## config.mk

```make
export PLATFORM = sky130hd
export DESIGN_NAME = pc_sequencer
export DESIGN_NICKNAME = d
export VERILOG_FILES = /design/src/rtl/pc_pkg.sv /design/src/rtl/ras_stack.sv /design/src/rtl/pc_sequencer.sv
export SDC_FILE = /design/constraint.sdc
export NUM_CORES = 1
export LEC_CHECK = 0
export ABC_AREA = 1
export BUFFER_PORTS_ARGS = -buffer_cell sky130_fd_sc_hd__buf_2
export CAP_MARGIN = 25
export CORE_ASPECT_RATIO = 1.5
export CORE_UTILIZATION = 54
export DETAILED_ROUTE_END_ITERATION = 7
export PLACE_DENSITY = 0.87
export SLEW_MARGIN = 0
export SYNTH_ARGS = -nofsm -noshare
export SYNTH_HDL_FRONTEND = slang
export SYNTH_SLANG_ARGS = --single-unit
```

## constraint.sdc

```tcl
create_clock -name clk -period 4.2 [get_ports clk]
set_clock_uncertainty 0.2 [all_clocks]
set_input_delay 0.42 -clock clk [delete_from_list [all_inputs] [get_ports clk]]
set_output_delay 0.42 -clock clk [all_outputs]
set_load 0.05 [all_outputs]
```

## src/rtl/pc_pkg.sv

```systemverilog
// Shared PC sequencer definitions: next-PC source encoding, instruction size, source resolver.
// Latency: none, declarations and a pure combinational helper only.
// Backpressure: not applicable, no handshake lives here.
package pc_pkg;

    // Every instruction is one fixed-size word; sequential flow and return addresses step by this.
    localparam int ILEN_BYTES = 4;

    // Next-PC source, listed from lowest to highest priority.
    typedef enum logic [2:0] {
        HOLD = 3'd0,
        INC  = 3'd1,
        BR   = 3'd2,
        JMP  = 3'd3,
        RET  = 3'd4
    } pc_sel_e;

    // Fixed priority: return beats jump beats branch beats increment; nothing asserted means hold.
    function automatic pc_sel_e resolve_sel(
        input logic ret_en,
        input logic jump_en,
        input logic branch_en,
        input logic increment_en
    );
        pc_sel_e sel;
        if (ret_en) begin
            sel = RET;
        end else if (jump_en) begin
            sel = JMP;
        end else if (branch_en) begin
            sel = BR;
        end else if (increment_en) begin
            sel = INC;
        end else begin
            sel = HOLD;
        end
        return sel;
    endfunction

endpackage

```

## src/rtl/ras_stack.sv

```systemverilog
// Circular return-address stack: push/pop with a saturating occupancy count.
// Latency: push/pop take effect on the next rising edge; top/empty/full are combinational.
// Backpressure: none; a push when full overwrites the oldest entry, a pop when empty is ignored.
module ras_stack
    import pc_pkg::*;
#(
    parameter int XLEN      = 32,
    parameter int RAS_DEPTH = 4   // power of two, at least 2, so the pointer wraps naturally
) (
    input  logic            clk,
    input  logic            rst,
    input  logic            push,
    input  logic            pop,
    input  logic [XLEN-1:0] push_data,
    output logic [XLEN-1:0] top,
    output logic            empty,
    output logic            full
);

    localparam int PTR_W = $clog2(RAS_DEPTH);
    localparam int CNT_W = PTR_W + 1;

    // Entry storage carries no reset: only the pointer and count define what is valid.
    logic [XLEN-1:0]  entries [RAS_DEPTH];

    // wr_ptr names the slot the next push lands in; the live top sits one below it.
    logic [PTR_W-1:0] wr_ptr;
    logic [PTR_W-1:0] top_ptr;
    logic [PTR_W-1:0] wr_idx;
    logic [CNT_W-1:0] count;
    logic             do_pop;
    logic             do_push;

    assign top_ptr = wr_ptr - PTR_W'(1);
    assign top     = entries[top_ptr];
    assign empty   = (count == '0);
    assign full    = (count == CNT_W'(RAS_DEPTH));

    // Popping an empty stack is meaningless, so it never moves the pointer or count.
    assign do_pop  = pop && !empty;
    // Writes are suppressed during reset so an operation in flight leaves no trace.
    assign do_push = push && !rst;

    // Push together with pop replaces the top in place; a plain push claims the next slot.
    assign wr_idx  = do_pop ? top_ptr : wr_ptr;

    // Pointer and occupancy: push advances, pop retreats, both together leave them unchanged.
    always_ff @(posedge clk or posedge rst) begin
        if (rst) begin
            wr_ptr <= '0;
            count  <= '0;
        end else if (push && !do_pop) begin
            // When full the pointer still advances, landing on (and overwriting) the oldest entry.
            wr_ptr <= wr_ptr + PTR_W'(1);
            if (!full) begin
                count <= count + CNT_W'(1);
            end
        end else if (!push && do_pop) begin
            wr_ptr <= top_ptr;
            count  <= count - CNT_W'(1);
        end
    end

    // Entry write port.
    always_ff @(posedge clk) begin
        if (do_push) begin
            entries[wr_idx] <= push_data;
        end
    end

endmodule

```

## src/rtl/pc_sequencer.sv

```systemverilog
// Program counter sequencer: increment, PC-relative branch, register-indirect jump, call/return via RAS.
// Latency: the next-PC chosen in cycle N is visible on pc in cycle N+1; misaligned/ret_miss pulse in N+1.
// Backpressure: none; every enable combination is resolved in a single cycle, all-low holds state.
module pc_sequencer
    import pc_pkg::*;
#(
    parameter int              XLEN         = 32,
    parameter logic [XLEN-1:0] RESET_VECTOR = '0,
    parameter int              RAS_DEPTH    = 4
) (
    input  logic            clk,
    input  logic            rst,
    input  logic            increment_en,
    input  logic            branch_en,
    input  logic [XLEN-1:0] branch_offset,
    input  logic            jump_en,
    input  logic [XLEN-1:0] jump_base,
    input  logic [XLEN-1:0] jump_offset,
    input  logic            call_en,
    input  logic            ret_en,
    output logic [XLEN-1:0] pc,
    output logic [XLEN-1:0] pc_plus4,
    output logic            misaligned,
    output logic            ret_miss,
    output logic            ras_empty,
    output logic            ras_full
);

    pc_sel_e         sel;
    logic [XLEN-1:0] pc_next;
    logic [XLEN-1:0] br_target;
    logic [XLEN-1:0] jmp_sum;
    logic [XLEN-1:0] jmp_target;
    logic [XLEN-1:0] ras_top;
    logic            ras_push;
    logic            ras_pop;
    logic            misaligned_next;
    logic            ret_miss_next;

    // All address arithmetic wraps modulo 2^XLEN without any flag.
    assign pc_plus4   = pc + XLEN'(ILEN_BYTES);
    assign br_target  = pc + branch_offset;
    assign jmp_sum    = jump_base + jump_offset;
    // Bit 0 of an indirect target is dropped so odd base registers still land on a halfword.
    assign jmp_target = jmp_sum & ~XLEN'(1);

    // Resolve the PC source, the next PC, RAS traffic and the pulse flags for this cycle.
    always_comb begin
        sel             = resolve_sel(ret_en, jump_en, branch_en, increment_en);
        pc_next         = pc;
        ras_push        = 1'b0;
        ras_pop         = 1'b0;
        misaligned_next = 1'b0;
        ret_miss_next   = 1'b0;

        case (sel)
            RET: begin
                if (!ras_empty) begin
                    // Popped targets were pushed as pc+4 and are trusted without an alignment check.
                    pc_next  = ras_top;
                    ras_pop  = 1'b1;
                    // A return that is also a call swaps the top for the new return address.
                    ras_push = call_en;
                end else begin
                    // Empty stack: fall through sequentially and flag the miss.
                    pc_next       = pc_plus4;
                    ret_miss_next = 1'b1;
                end
            end
            JMP: begin
                if (jmp_target[1]) begin
                    // Rejected target: pc holds and no return address is recorded.
                    misaligned_next = 1'b1;
                end else begin
                    pc_next  = jmp_target;
                    ras_push = call_en;
                end
            end
            BR: begin
                if (br_target[1]) begin
                    misaligned_next = 1'b1;
                end else begin
                    pc_next  = br_target;
                    ras_push = call_en;
                end
            end
            INC: begin
                pc_next = pc_plus4;
            end
            default: begin
                pc_next = pc;
            end
        endcase
    end

    // PC register and the one-cycle status pulses.
    always_ff @(posedge clk or posedge rst) begin
        if (rst) begin
            pc         <= RESET_VECTOR;
            misaligned <= 1'b0;
            ret_miss   <= 1'b0;
        end else begin
            pc         <= pc_next;
            misaligned <= misaligned_next;
            ret_miss   <= ret_miss_next;
        end
    end

    // The return address pushed is always the one following the current PC.
    ras_stack #(
        .XLEN      (XLEN),
        .RAS_DEPTH (RAS_DEPTH)
    ) u_ras (
        .clk       (clk),
        .rst       (rst),
        .push      (ras_push),
        .pop       (ras_pop),
        .push_data (pc_plus4),
        .top       (ras_top),
        .empty     (ras_empty),
        .full      (ras_full)
    );

endmodule

```

Word-level counts from Yosys, hierarchy flattened
Memories as Yosys holds them, arrays and structs flattened.
Cells that the tools add are included.
{ "word_totals": {"ff_bits": 39, "ramBits": 128, "in_bits": 103, "output_inout_bits": 68, "word_cells": 61, "n_memories": 1} }
{ "op_classes": {"addsub": 7, "n_eq_ne": 8, "n_mux": 27, "n_reduce_logical": 13} }
{ "memory_table": {"columns": ["name", "depth", "width", "rd", "rd_clocked_by_memory_dff", "write_ports", "line_no", "rtl"], "rows": [
  ["u_ras.entries", 4, 32, 1, 0, 1, "ras_stack.sv:24", "logic [XLEN-1:0] entries [RAS_DEPTH];"]
]} }
{ "ops": {"columns": ["op", "count"], "rows": [
  ["32-bit one-hot mux with 4 select lines", 1],
  ["32-bit 2-to-1 mux", 3],
  ["32-bit adder", 2],
  ["32-bit by 3-bit adder with 32-bit output, second input constant", 1],
  ["1-bit 2-to-1 mux", 12],
  ["3-bit 2-to-1 mux", 4],
  ["2-bit 2-to-1 mux", 5],
  ["3-bit by 2-bit == test with 1-bit output, second input constant", 2],
  ["3-bit == test, second input constant", 2],
  ["2-bit inequality test, second input constant", 3],
  ["1-bit logical AND", 4],
  ["1-bit zero test", 4],
  ["4-bit nonzero test", 1],
  ["3-bit by 1-bit adder with 3-bit output, second input constant", 1],
  ["3-bit by 1-bit == test with 1-bit output, second input constant", 1],
  ["3-bit zero test", 1],
  ["1-bit one-hot mux with 3 select lines", 1],
  ["3-bit AND reduction", 1],
  ["3-bit by 1-bit subtractor with 3-bit output, second input constant", 1],
  ["2-bit by 1-bit adder with 2-bit output, second input constant", 1],
  ["1-bit one-hot mux with 2 select lines", 1],
  ["2-bit AND reduction", 1],
  ["2-bit nonzero test", 1],
  ["2-bit by 1-bit subtractor with 2-bit output, second input constant", 1]
]} }

Logic depth before layout (Yosys ltp)
Gate-level depths: netlist of the first run.
{ "depth": {"ltp_word": 11, "depth_mapped": 17, "ltp_nobuf": 17} }

Cells and area by module
From an unflattened synthesis of the first run, not the netlist that was laid out.
{ "unflattened": {"hier_cells": 1910, "area_unflattened_um2": 13020.0} }
{ "modules_own_cells": {"columns": ["mod", "instances", "cells_each", "area_per_inst_um2", "seq_area_each_um2"], "rows": [
  ["pc_sequencer", 1, 1503, 7780.0, 850.8],
  ["ras_stack", 1, 407, 5240.0, 3968.8]
]} }

Worst setup path after synthesis of the first run
No wires, ideal clock.
{ "synth_timing": {"path_type": "register to register", "startpoint": "register pc[0]", "endpoint": "memory u_ras.entries[0][0], enable pin", "setup_time_ns": 0.461, "arrival_time_ns": 4.283, "required_ns": 3.539, "setup_slack_ns": -0.744, "path_stages_with_launch": 12, "path_buffers": 0, "period_less_slack_ns": 4.944, "path_cell_list": "dfrtp_1 ha_1 fa_1 inv_1 o22ai_4 inv_2 nand2_4 nor2_4 nand3_2 inv_2 nand2_1 nor3_1"} }
{ "synth_between": {"elab_chain_len": 6} }
{ "synth_rtl": {"columns": ["element", "line_no", "rtl"], "rows": [
  ["start, declared", "pc_sequencer.sv:21", "output logic [XLEN-1:0] pc,"],
  ["start signal, assigned", "pc_sequencer.sv:103", "pc <= pc_next;"],
  ["32-bit adder", "pc_sequencer.sv:42", "assign br_target = pc + branch_offset;"],
  ["1-bit 2-to-1 mux", "pc_sequencer.sv:80", "if (br_target[1]) begin"],
  ["1-bit one-hot mux with 3 select lines", "pc_sequencer.sv:56", "case (sel)"],
  ["1-bit logical AND", "ras_stack.sv:42", "assign do_push = push && !rst;"],
  ["1-bit 2-to-1 mux", "ras_stack.sv:66", "if (do_push) begin"],
  ["1-bit 2-to-1 mux (implied by the code)", "ras_stack.sv:67", "entries[wr_idx] <= push_data;"],
  ["end, declared", "ras_stack.sv:24", null]
]} }
Every way passes these cells.

Worst setup path after layout of the first run
{ "layout_timing": {"startpoint": "register pc[3]", "endpoint": "output pc_plus4[14]"} }
{ "layout_between": {"elab_chain_len": 1} }
{ "layout_rtl": {"columns": ["element", "line_no", "rtl"], "rows": [
  ["32-bit by 3-bit adder with 32-bit output", "pc_sequencer.sv:41", "assign pc_plus4 = pc + XLEN'(ILEN_BYTES);"],
  ["end, declared", "pc_sequencer.sv:22", "output logic [XLEN-1:0] pc_plus4,"]
]} }
Every way passes these cells.

==> flow_metrics.env, run 1 <==
export IMPL_outcome="complete, but fails checks"
export IMPL_violations="hold timing"
export IMPL_drt_iter0_markers=1093
export IMPL_finalHoldViolations=2
export IMPL_path_class="reg -> out"
export IMPL_rows=68
export IMPL_post_synth_top_count_cell="nand2_1"
export IMPL_r2r_start="pc[0]"
export IMPL_synth_common_cells="nand2_1, inv_1, nor2_1, edfxtp_1, nand3_1"
export IMPL_async_flop_share_pct=23.35
export IMPL_areaGrowthSynthToFinish_pct=13.93
export IMPL_grtUsageTotal_pct=35.08
export IMPL_fmax_ghz=0.2785
export IMPL_ir_drop_mv=0.4968
export IMPL_total_power_uw=10450
export IMPL_pin_count=171
export IMPL_startpoint_type="flop"
export IMPL_dp_final_hpwl_um=32340
export IMPL_drive_gt1_share_pct=13.44
export IMPL_powerDensity_mw_per_mm2=718.8
export IMPL_maxSlewHeadroom_pct=52.13
export IMPL_cts_max_path_buffers=2
export IMPL_fin_crit_sh_pct=85.48
export IMPL_synth_edf_count=128
export IMPL_htree_levels=4
export IMPL_grt_pass1_wl_um=64020
export IMPL_core_mm2=0.02314
export IMPL_num_vias=12945
export IMPL_cp_end_kind="output pin"
export IMPL_p_leak_uw=0.007387
export IMPL_grt_pass1_vias=12826
export IMPL_path_clk_slew_ps=70
export IMPL_dr_max_layer_used="met4"
export IMPL_cts_root_buffer="clkbuf_16"
export IMPL_antenna_found_initial=0
export IMPL_gr_total_overflow=0
export IMPL_clkSinkCount=167
export IMPL_via_per_inst=5.643
export IMPL_ys_seq_elements=167
export IMPL_cts_resized=0
export IMPL_yosysTopAreaCell="edfxtp_1"
export IMPL_post_cts_buffers=0
export IMPL_holdWs_ps=-7.285
export IMPL_synth_distinct_cells=58
export IMPL_synth_seq_area_share_pct=37.75
export IMPL_cts_buffers=17
export IMPL_crit_arrival_ps=2970
export IMPL_routabilityCongestion=0.9629
export IMPL_wl_met1_um=14660
export IMPL_fin_area_mm2=0.01454
export IMPL_worstMarginPinSlew_ps=713.0
export IMPL_fin_crit_ps=3590
export IMPL_syn_num_nets=1968
export IMPL_fp_dieH_um=190.3
export IMPL_wl_met3_um=2553
export IMPL_syn_cell_area_mm2=0.01277
export IMPL_initial_core_util_pct=55.16
export IMPL_cts_tree="built"
export IMPL_r2r_cells=15
export IMPL_worst_slack_ps=610.0
export IMPL_cap_violations=0
export IMPL_fill_cells=2086
export IMPL_synth_cells=1798
export IMPL_clkLatencyLatePin_ps=440
export IMPL_ctsHoldBuffers=0
export IMPL_diodes=0
export IMPL_wl_per_cell_um=18.05
export IMPL_ant_nets=0
export IMPL_r2r_end="u_ras.count[2]"
export IMPL_grt_max_degree=48
export IMPL_synth_ff_type="edfxtp_1"
export IMPL_io_buffer_count=170
export IMPL_slew_violations=0
export IMPL_dr_wl_met2_um=21040
export IMPL_die_w_um=127.5
export IMPL_worstPathMaxFanout=7
export IMPL_drc_errors=0
export IMPL_synth_area_per_cell_um2=7.100
export IMPL_synth_area_top_cells="edfxtp_1, nand2_1, inv_1"
export IMPL_hold_path_class="in -> async"
export IMPL_postRouteWirelength_um=41400
export IMPL_setup_viol=0
export IMPL_rrSetupSlack_ps=680
export IMPL_yosysWarnings=0
export IMPL_rsz0062_at_grt="no"
export IMPL_drt_pass1_iter_count=5
export IMPL_cp_required_ps=3580
export IMPL_setup_tns_final_ps=0
export IMPL_placed_area_mm2=0.01398
export IMPL_die_area_mm2=0.02427
export IMPL_nets=2136
export IMPL_pre_cts_ws_ps=723.9
export IMPL_synthDominantCellAreaShare_pct=30.11
[layer usage]
layer  vias up  track usage, %
li1       6157               -
met1      5887           36.65
met2       718           63.07
met3       183           4.966
met4         0           26.97
met5         -               0
[flip-flops by register name, summed over array words and instances, names as in the netlist]
| signal | count |
|---|---|
| ret_miss | 1 |
| misaligned | 1 |
| u_ras.entries | 128 |
| pc | 32 |
| u_ras.wr_ptr | 2 |
| u_ras.count | 3 |
[cell usage in the layout (no fill, tap or decap), drive strengths merged, types with 7 or more instances in the layout]
master / netlist / routed
nand2: 627 / 627
inv: 297 / 304
buf: 22 / 182
nor2: 153 / 153
edfxtp: 128 / 128
nand3: 128 / 128
a21oi: 72 / 72
ha: 64 / 64
o21ai: 57 / 57
dfrtp: 39 / 39
a22oi: 27 / 27
xor2: 25 / 25
nor3: 24 / 24
nand4: 20 / 20
or2: 18 / 18
clkbuf: 11 / 17
xnor2: 10 / 10
a22o: 8 / 8
nand3b: 7 / 7
a221oi: 7 / 7
clkinv: 2 / 7
[critical path, stage by stage, from the launching register on]
cell and delay (ps):
dfrtp_1 420, ha_1 210, nand3_1 150, nor3_1 330, nand4_1 350, xnor2_1 680, buf_2 390
[through the flow]
step	hold WS (ps)	std cells	utilization, %
6_report	-7.285	2294	62.85
5_1_grt	25.56	2294	62.85
4_1_cts	9.178	2294	62.85
3_5_place_dp	304.4	2262	60.41
3_3_place_gp	291.2	2261	60.29
2_1_floorplan	274.5	1798	-
[worst max-delay path by stage]
stage | startpoint | cells past startpoint | endpoint
2_1_floorplan | pc[0] | 11 | u_ras.entries[0][0]
3_3_place_gp | branch_offset[0] | 16 | u_ras.count[2]
3_5_place_dp | branch_offset[0] | 16 | u_ras.count[2]
4_1_cts | pc[2] | 6 | pc_plus4[14]
5_1_grt | pc[2] | 6 | pc_plus4[14]
6_report | pc[3] | 6 | pc_plus4[14]
[logic make-up (layout without fill, tap and decap cells)]
kind of cell    after synthesis  in the layout  share of synthesized area [%]
flops                       167            167                          37.75
compound gates              205            205                          9.958
xor+xnor                     35             35                          2.401
simple gates                988            988                          32.69
buf+inv                     332            513                          10.13
fa+ha+maj                    67             67                          6.743
mux                           4              4                         0.3234
[power by group]
group          total (uW)  switching [uW]  internal (uW)
Combinational        6200            4560           1640
Sequential           2760             427           2330
Clock                1500             713            783
[area by class of cell]
class	count	area [um2]	share of cell area (%)
multi-input combinational	1299	6670	45.86
inverter	299	1122	7.717
clock buffer	17	425.4	2.925
sequential	167	4820	33.14
tap	315	394.1	2.710
clock inverter	15	138.9	0.9549
timing repair buffer	182	973.4	6.693
(Power assumes the default switching activity.)
==> inputs of run 2 (changes only) <==
--- a/config.mk
+++ b/config.mk
@@ -8,7 +8,6 @@
 export ABC_AREA = 1
 export BUFFER_PORTS_ARGS = -buffer_cell sky130_fd_sc_hd__buf_2
 export CAP_MARGIN = 25
-export CORE_ASPECT_RATIO = 1.5
 export CORE_UTILIZATION = 54
 export DETAILED_ROUTE_END_ITERATION = 7
 export PLACE_DENSITY = 0.87
==> flow_metrics.env, run 2 (synthesis results as in run 1) <==
export IMPL_crit_arrival_ps=3670
export IMPL_cts_resized=0
export IMPL_ant_nets=0
export IMPL_antenna_found_initial=3
export IMPL_path_class="reg -> reg"
export IMPL_drive_gt1_share_pct=13.48
export IMPL_grt_max_degree=54
export IMPL_hold_path_class="in -> reg"
export IMPL_ir_drop_mv=0.5803
export IMPL_worst_slack_ps=680.9
export IMPL_reg_top3="u_ras.entries x128, pc x32, u_ras.count x3"
export IMPL_grt_pass1_vias=12019
export IMPL_routabilityCongestion=0.9693
export IMPL_nets=2138
export IMPL_pin_count=171
export IMPL_final_cell_mix="nand2_1, inv_1, buf_2"
export IMPL_dp_final_hpwl_um=31550
export IMPL_final_common_cell="nand2_1"
export IMPL_clkLatencyLatePin_ps=430
export IMPL_drc_errors=0
export IMPL_ctsHoldBuffers=1
export IMPL_gr_total_overflow=0
export IMPL_num_vias=12750
export IMPL_drt_pass1_iter_count=7
export IMPL_total_power_uw=10460
export IMPL_io_buffer_count=170
export IMPL_worstPathMaxFanout=30
export IMPL_path_clk_slew_ps=70
export IMPL_top_register="u_ras.entries"
export IMPL_worstMarginPinSlew_ps=736.7
export IMPL_areaGrowthSynthToFinish_pct=14.07
export IMPL_wl_per_cell_um=17.74
export IMPL_post_cts_buffers=0
export IMPL_grt_pass1_wl_um=62470
export IMPL_setup_viol=0
export IMPL_pre_cts_ws_ps=697.4
export IMPL_cp_required_ps=4350
export IMPL_clkSinkCount=167
export IMPL_fp_dieH_um=155.8
export IMPL_initial_core_util_pct=55.71
export IMPL_grtUsageTotal_pct=34.06
export IMPL_outcome="complete, no violations"
export IMPL_r2r_cells=15
export IMPL_hold_path_depth=3
export IMPL_slew_violations=0
export IMPL_die_area_mm2=0.02426
export IMPL_fin_crit_ps=3519
export IMPL_cts_root_buffer="clkbuf_16"
export IMPL_drt_iter0_markers=1223
export IMPL_cts_max_path_buffers=2
export IMPL_rsz0062_at_grt="no"
export IMPL_p_leak_uw=0.007415
export IMPL_cp_end_kind="flop"
export IMPL_maxSlewHeadroom_pct=50.53
export IMPL_die_w_um=155.8
export IMPL_holdWs_ps=230.0
export IMPL_rows=55
export IMPL_cts_buffers=17
export IMPL_fmax_ghz=0.2842
export IMPL_htree_levels=4
export IMPL_largest_reg_flops=128
export IMPL_fin_crit_sh_pct=83.79
export IMPL_powerDensity_mw_per_mm2=718.3
export IMPL_setup_tns_final_ps=0
export IMPL_core_mm2=0.02292
export IMPL_via_per_inst=5.553
export IMPL_postRouteWirelength_um=40730
export IMPL_startpoint_type="flop"
export IMPL_cts_tree="built"
export IMPL_cap_violations=0
export IMPL_finalHoldViolations=0
-- run 2: path summary, 6_finish.rpt --
path                                start              to  slack, ps
min in group asynchronous             rst        ret_miss        510
min reg2reg                u_ras.count[2]  u_ras.count[2]        310
min                                ret_en        ret_miss        230
max reg2reg                         pc[0]  u_ras.count[2]        680
max in group asynchronous             rst          pc[21]       2890
max                                 pc[0]  u_ras.count[2]        680
-- run 2: report_power, final --
group          switching [uW]  internal (uW)
combinational            4510           1620
clock                     655            890
sequential                451           2330
total                    5620           4840
-- run 2: layout make-up --
class	count	area (um2)
Fill cell	2069	8353
Multi-Input combinational cell	1299	6670
Sequential cell	167	4820
Inverter	299	1122
Timing Repair Buffer	184	958.4
Clock buffer	22	518.0
Tap cell	313	391.6
Clock inverter	10	77.57
Antenna cell	2	5.005
-- run 2: through the flow --
step                utilization (%)  cell area (um2)  std cells
finish                        63.55            14560       2296
CTS                           63.53            14560       2294
floorplan                         -            12770       1798
global placement              60.88            13950       2261
global route                  63.53            14560       2294
detailed placement            60.88            13950       2261
-- run 2: layer usage --
metal / vias to the layer above / track usage (%) / wire length (um)
li1: 6153 / - / -
met1: 5810 / 42.65 / 16110
met4: 2 / 17.37 / 1729
met3: 121 / 4.111 / 3377
met2: 664 / 58.02 / 19500
met5: - / 0 / 17
-- run 2: worst max-delay path: stages, from the launching register on --
cell,delay [ps]
dfrtp_1,490
ha_1,300
fa_1,430
inv_1,110
o22ai_4,80
inv_2,70
nand2_4,210
nor2_4,190
nand3_2,110
inv_2,70
ha_1,220
inv_1,90
fa_1,380
xor2_1,180
nor2_1,150
xor2_1,150
==> inputs of run 3 (changes only) <==
--- a/config.mk
+++ b/config.mk
@@ -5,12 +5,12 @@
 export SDC_FILE = /design/constraint.sdc
 export NUM_CORES = 1
 export LEC_CHECK = 0
-export ABC_AREA = 1
+export ABC_AREA = 0
 export BUFFER_PORTS_ARGS = -buffer_cell sky130_fd_sc_hd__buf_2
 export CAP_MARGIN = 25
-export CORE_UTILIZATION = 54
+export CORE_UTILIZATION = 58
 export DETAILED_ROUTE_END_ITERATION = 7
-export PLACE_DENSITY = 0.87
+export PLACE_DENSITY = 0.9
 export SLEW_MARGIN = 0
 export SYNTH_ARGS = -nofsm -noshare
 export SYNTH_HDL_FRONTEND = slang
==> constraint.sdc (replaced) <==
create_clock -name clk -period 3.4 [get_ports clk]
set_clock_uncertainty 0.2 [all_clocks]
set_input_delay 0.34 -clock clk [delete_from_list [all_inputs] [get_ports clk]]
set_output_delay 0.34 -clock clk [all_outputs]
set_load 0.05 [all_outputs]
==> flow_metrics.env, run 3 <==
export IMPL_ys_seq_elements=167
export IMPL_yosysWarnings=0
export IMPL_grt_max_degree=40
export IMPL_worstMarginPinSlew_ps=617.6
export IMPL_hold_path_class="in -> reg"
export IMPL_pin_count=171
export IMPL_final_common_cell="buf_2"
export IMPL_via_per_inst=6.564
export IMPL_r2r_end="u_ras.count[2]"
export IMPL_maxSlewHeadroom_pct=58.53
export IMPL_worstPathMaxFanout=6
export IMPL_async_flop_share_pct=23.35
export IMPL_postRouteWirelength_um=33040
export IMPL_rows=49
export IMPL_gr_total_overflow=0
export IMPL_num_vias=9695
export IMPL_layoutNonFillerInstCount=1477
export IMPL_top_register="u_ras.entries"
export IMPL_final_cell_mix="buf_2, edfxtp_1, nand2_1"
export IMPL_fmax_ghz=0.2950
export IMPL_yosysTopAreaCell="edfxtp_1"
export IMPL_synth_distinct_cells=71
export IMPL_hold_path_depth=3
export IMPL_fin_crit_ps=3390
export IMPL_die_w_um=137.9
export IMPL_cap_violations=0
export IMPL_critPathTopFamily="buffers and inverters"
export IMPL_r2r_start="pc[0]"
export IMPL_reg_top3="u_ras.entries x128, pc x32, u_ras.count x3"
export IMPL_outcome="complete, no violations"
export IMPL_critical_path_max_stage_delay_ps=520
export IMPL_syn_num_nets=1184
export IMPL_synth_ff_type="edfxtp_1"
export IMPL_startpoint="pc[2]"
export IMPL_rrSetupSlack_ps=130
export IMPL_cts_tree="built"
export IMPL_clkLatencyLatePin_ps=440
export IMPL_setup_tns_final_ps=0
export IMPL_dp_final_hpwl_um=23670
export IMPL_diodes=0
export IMPL_crit_slowest_cell="xnor2_1"
export IMPL_initial_core_util_pct=59.47
export IMPL_cts_max_path_buffers=2
export IMPL_startpoint_type="flop"
export IMPL_path_buf_inv=3
export IMPL_hold_end="ret_miss"
export IMPL_synth_area_per_cell_um2=10.57
export IMPL_cp_required_ps=2860
export IMPL_fp_dieH_um=137.9
export IMPL_finalHoldViolations=0
export IMPL_nets=1405
export IMPL_areaGrowthSynthToFinish_pct=21.54
export IMPL_routabilityCongestion=0.9616
export IMPL_rsz0062_at_grt="yes"
export IMPL_setup_viol=0
export IMPL_fin_area_mm2=0.01303
export IMPL_cp_common_cell="buf_4"
export IMPL_die_area_mm2=0.01903
export IMPL_drive_gt1_share_pct=28.04
export IMPL_ir_drop_mv=0.7437
export IMPL_r2r_cells=12
export IMPL_slew_violations=0
export IMPL_synth_common_cells="edfxtp_1, nand2_1, nor2_1, a21oi_1, ha_1"
export IMPL_drc_errors=0
export IMPL_antenna_found_initial=1
export IMPL_post_synth_top_count_cell="edfxtp_1"
export IMPL_holdWs_ps=90.69
export IMPL_path_class="reg -> out"
export IMPL_core_mm2=0.01802
export IMPL_cp_cell_sequence="buf_4, ha_1, and4_2, buf_4, nand3_1, xnor2_1, buf_2"
export IMPL_dp_cells=1442
export IMPL_p_leak_uw=0.005315
export IMPL_fin_crit_sh_pct=99.70
export IMPL_placed_area_mm2=0.01235
export IMPL_cp_end_kind="output pin"
export IMPL_io_buffer_count=170
export IMPL_syn_cell_area_mm2=0.01072
export IMPL_largest_reg_flops=128
export IMPL_drt_pass1_iter_count=7
export IMPL_fin_util_pct=72.28
export IMPL_synth_edf_count=128
export IMPL_clkSinkCount=167
export IMPL_ant_nets=0
export IMPL_cts_buffers=17
export IMPL_powerDensity_mw_per_mm2=962.7
export IMPL_grt_pass1_vias=8874
export IMPL_wl_per_cell_um=22.37
export IMPL_path_clk_slew_ps=70
export IMPL_crit_arrival_ps=2850
export IMPL_cts_root_buffer="clkbuf_16"
export IMPL_synth_area_top_cells="edfxtp_1, dfrtp_1, ha_1"
export IMPL_htree_levels=4
export IMPL_grt_pass1_wl_um=49900
export IMPL_min_from="ret_en"
export IMPL_drt_iter0_markers=1110
export IMPL_synth_cells=1014
export IMPL_grtUsageTotal_pct=35.90
export IMPL_synth_seq_area_share_pct=44.96
export IMPL_synthDominantCellAreaShare_pct=35.86
==> run 3: worst min-delay path, cell delays in order <==
cell and delay (ps):
buf_2 190, nand2_1 90, inv_1 60
==> run 3: how the worst max path moves through the flow <==
stage | depth (start not counted) | slack [ps] | to
after floorplan | 9 | 2 | pc[27]
after global placement | 12 | 10 | pc[28]
after detailed placement | 12 | -30 | pc[28]
after CTS | 10 | 40 | pc[31]
after global routing | 7 | -5 | pc_plus4[14]
final | 7 | 10 | pc_plus4[14]
==> run 3: per-stage QoR <==
stage | worst slack, ps | power, uW
after floorplan | 1.910 | 8227
final | 10.17 | 12540
after CTS | 35.74 | 12290
after global placement | 12.47 | 10190
after detailed placement | -26.14 | 10340
after global routing | -4.915 | 13110
==> run 3: per-layer routing <==
metal / global-route usage [%] / up-vias / part of all wire, %
li1: - / 4303 / -
met1: 49.08 / 4567 / 40
met2: 55.03 / 687 / 45
met3: 8.370 / 136 / 11
met4: 14.86 / 2 / 4.2
met5: 0 / - / 0.039
==> run 3: layout make-up <==
class,instances,area (um2)
well taps,229,286.5
flip-flops and latches,167,4831
clock buffers,19,432.9
multi-input cells,781,5818
clock inverters,13,123.9
fillers,1269,4997
repair buffers,241,1434
inverters,27,101.3
==> run 3: cell families (layout without fill, tap and decap cells) <==
family          count (synthesis)  in the layout  synth area share (%)
compound gates                295            295                 17.94
xor+xnor                       78             78                 6.373
fa+ha+maj                      67             67                 8.031
buf+inv                        66            300                 2.405
flops                         167            167                 44.96
mux                            36             36                 7.109
simple gates                  305            305                 13.18
==> run 3: repair_timing <==
item                                    in CTS  in global routing
hold endpoints to repair                    39                  0
pin swaps                                    1                  8
hold buffers                                 1                  0
gates resized for setup                      6                 13
endpoints found under the setup margin       7                 15
buffers inserted                             0                  2
==> run 3: power by group <==
part	internal (uW)	switching, uW
clock network	1020	828
registers	2890	365
logic	2510	4930
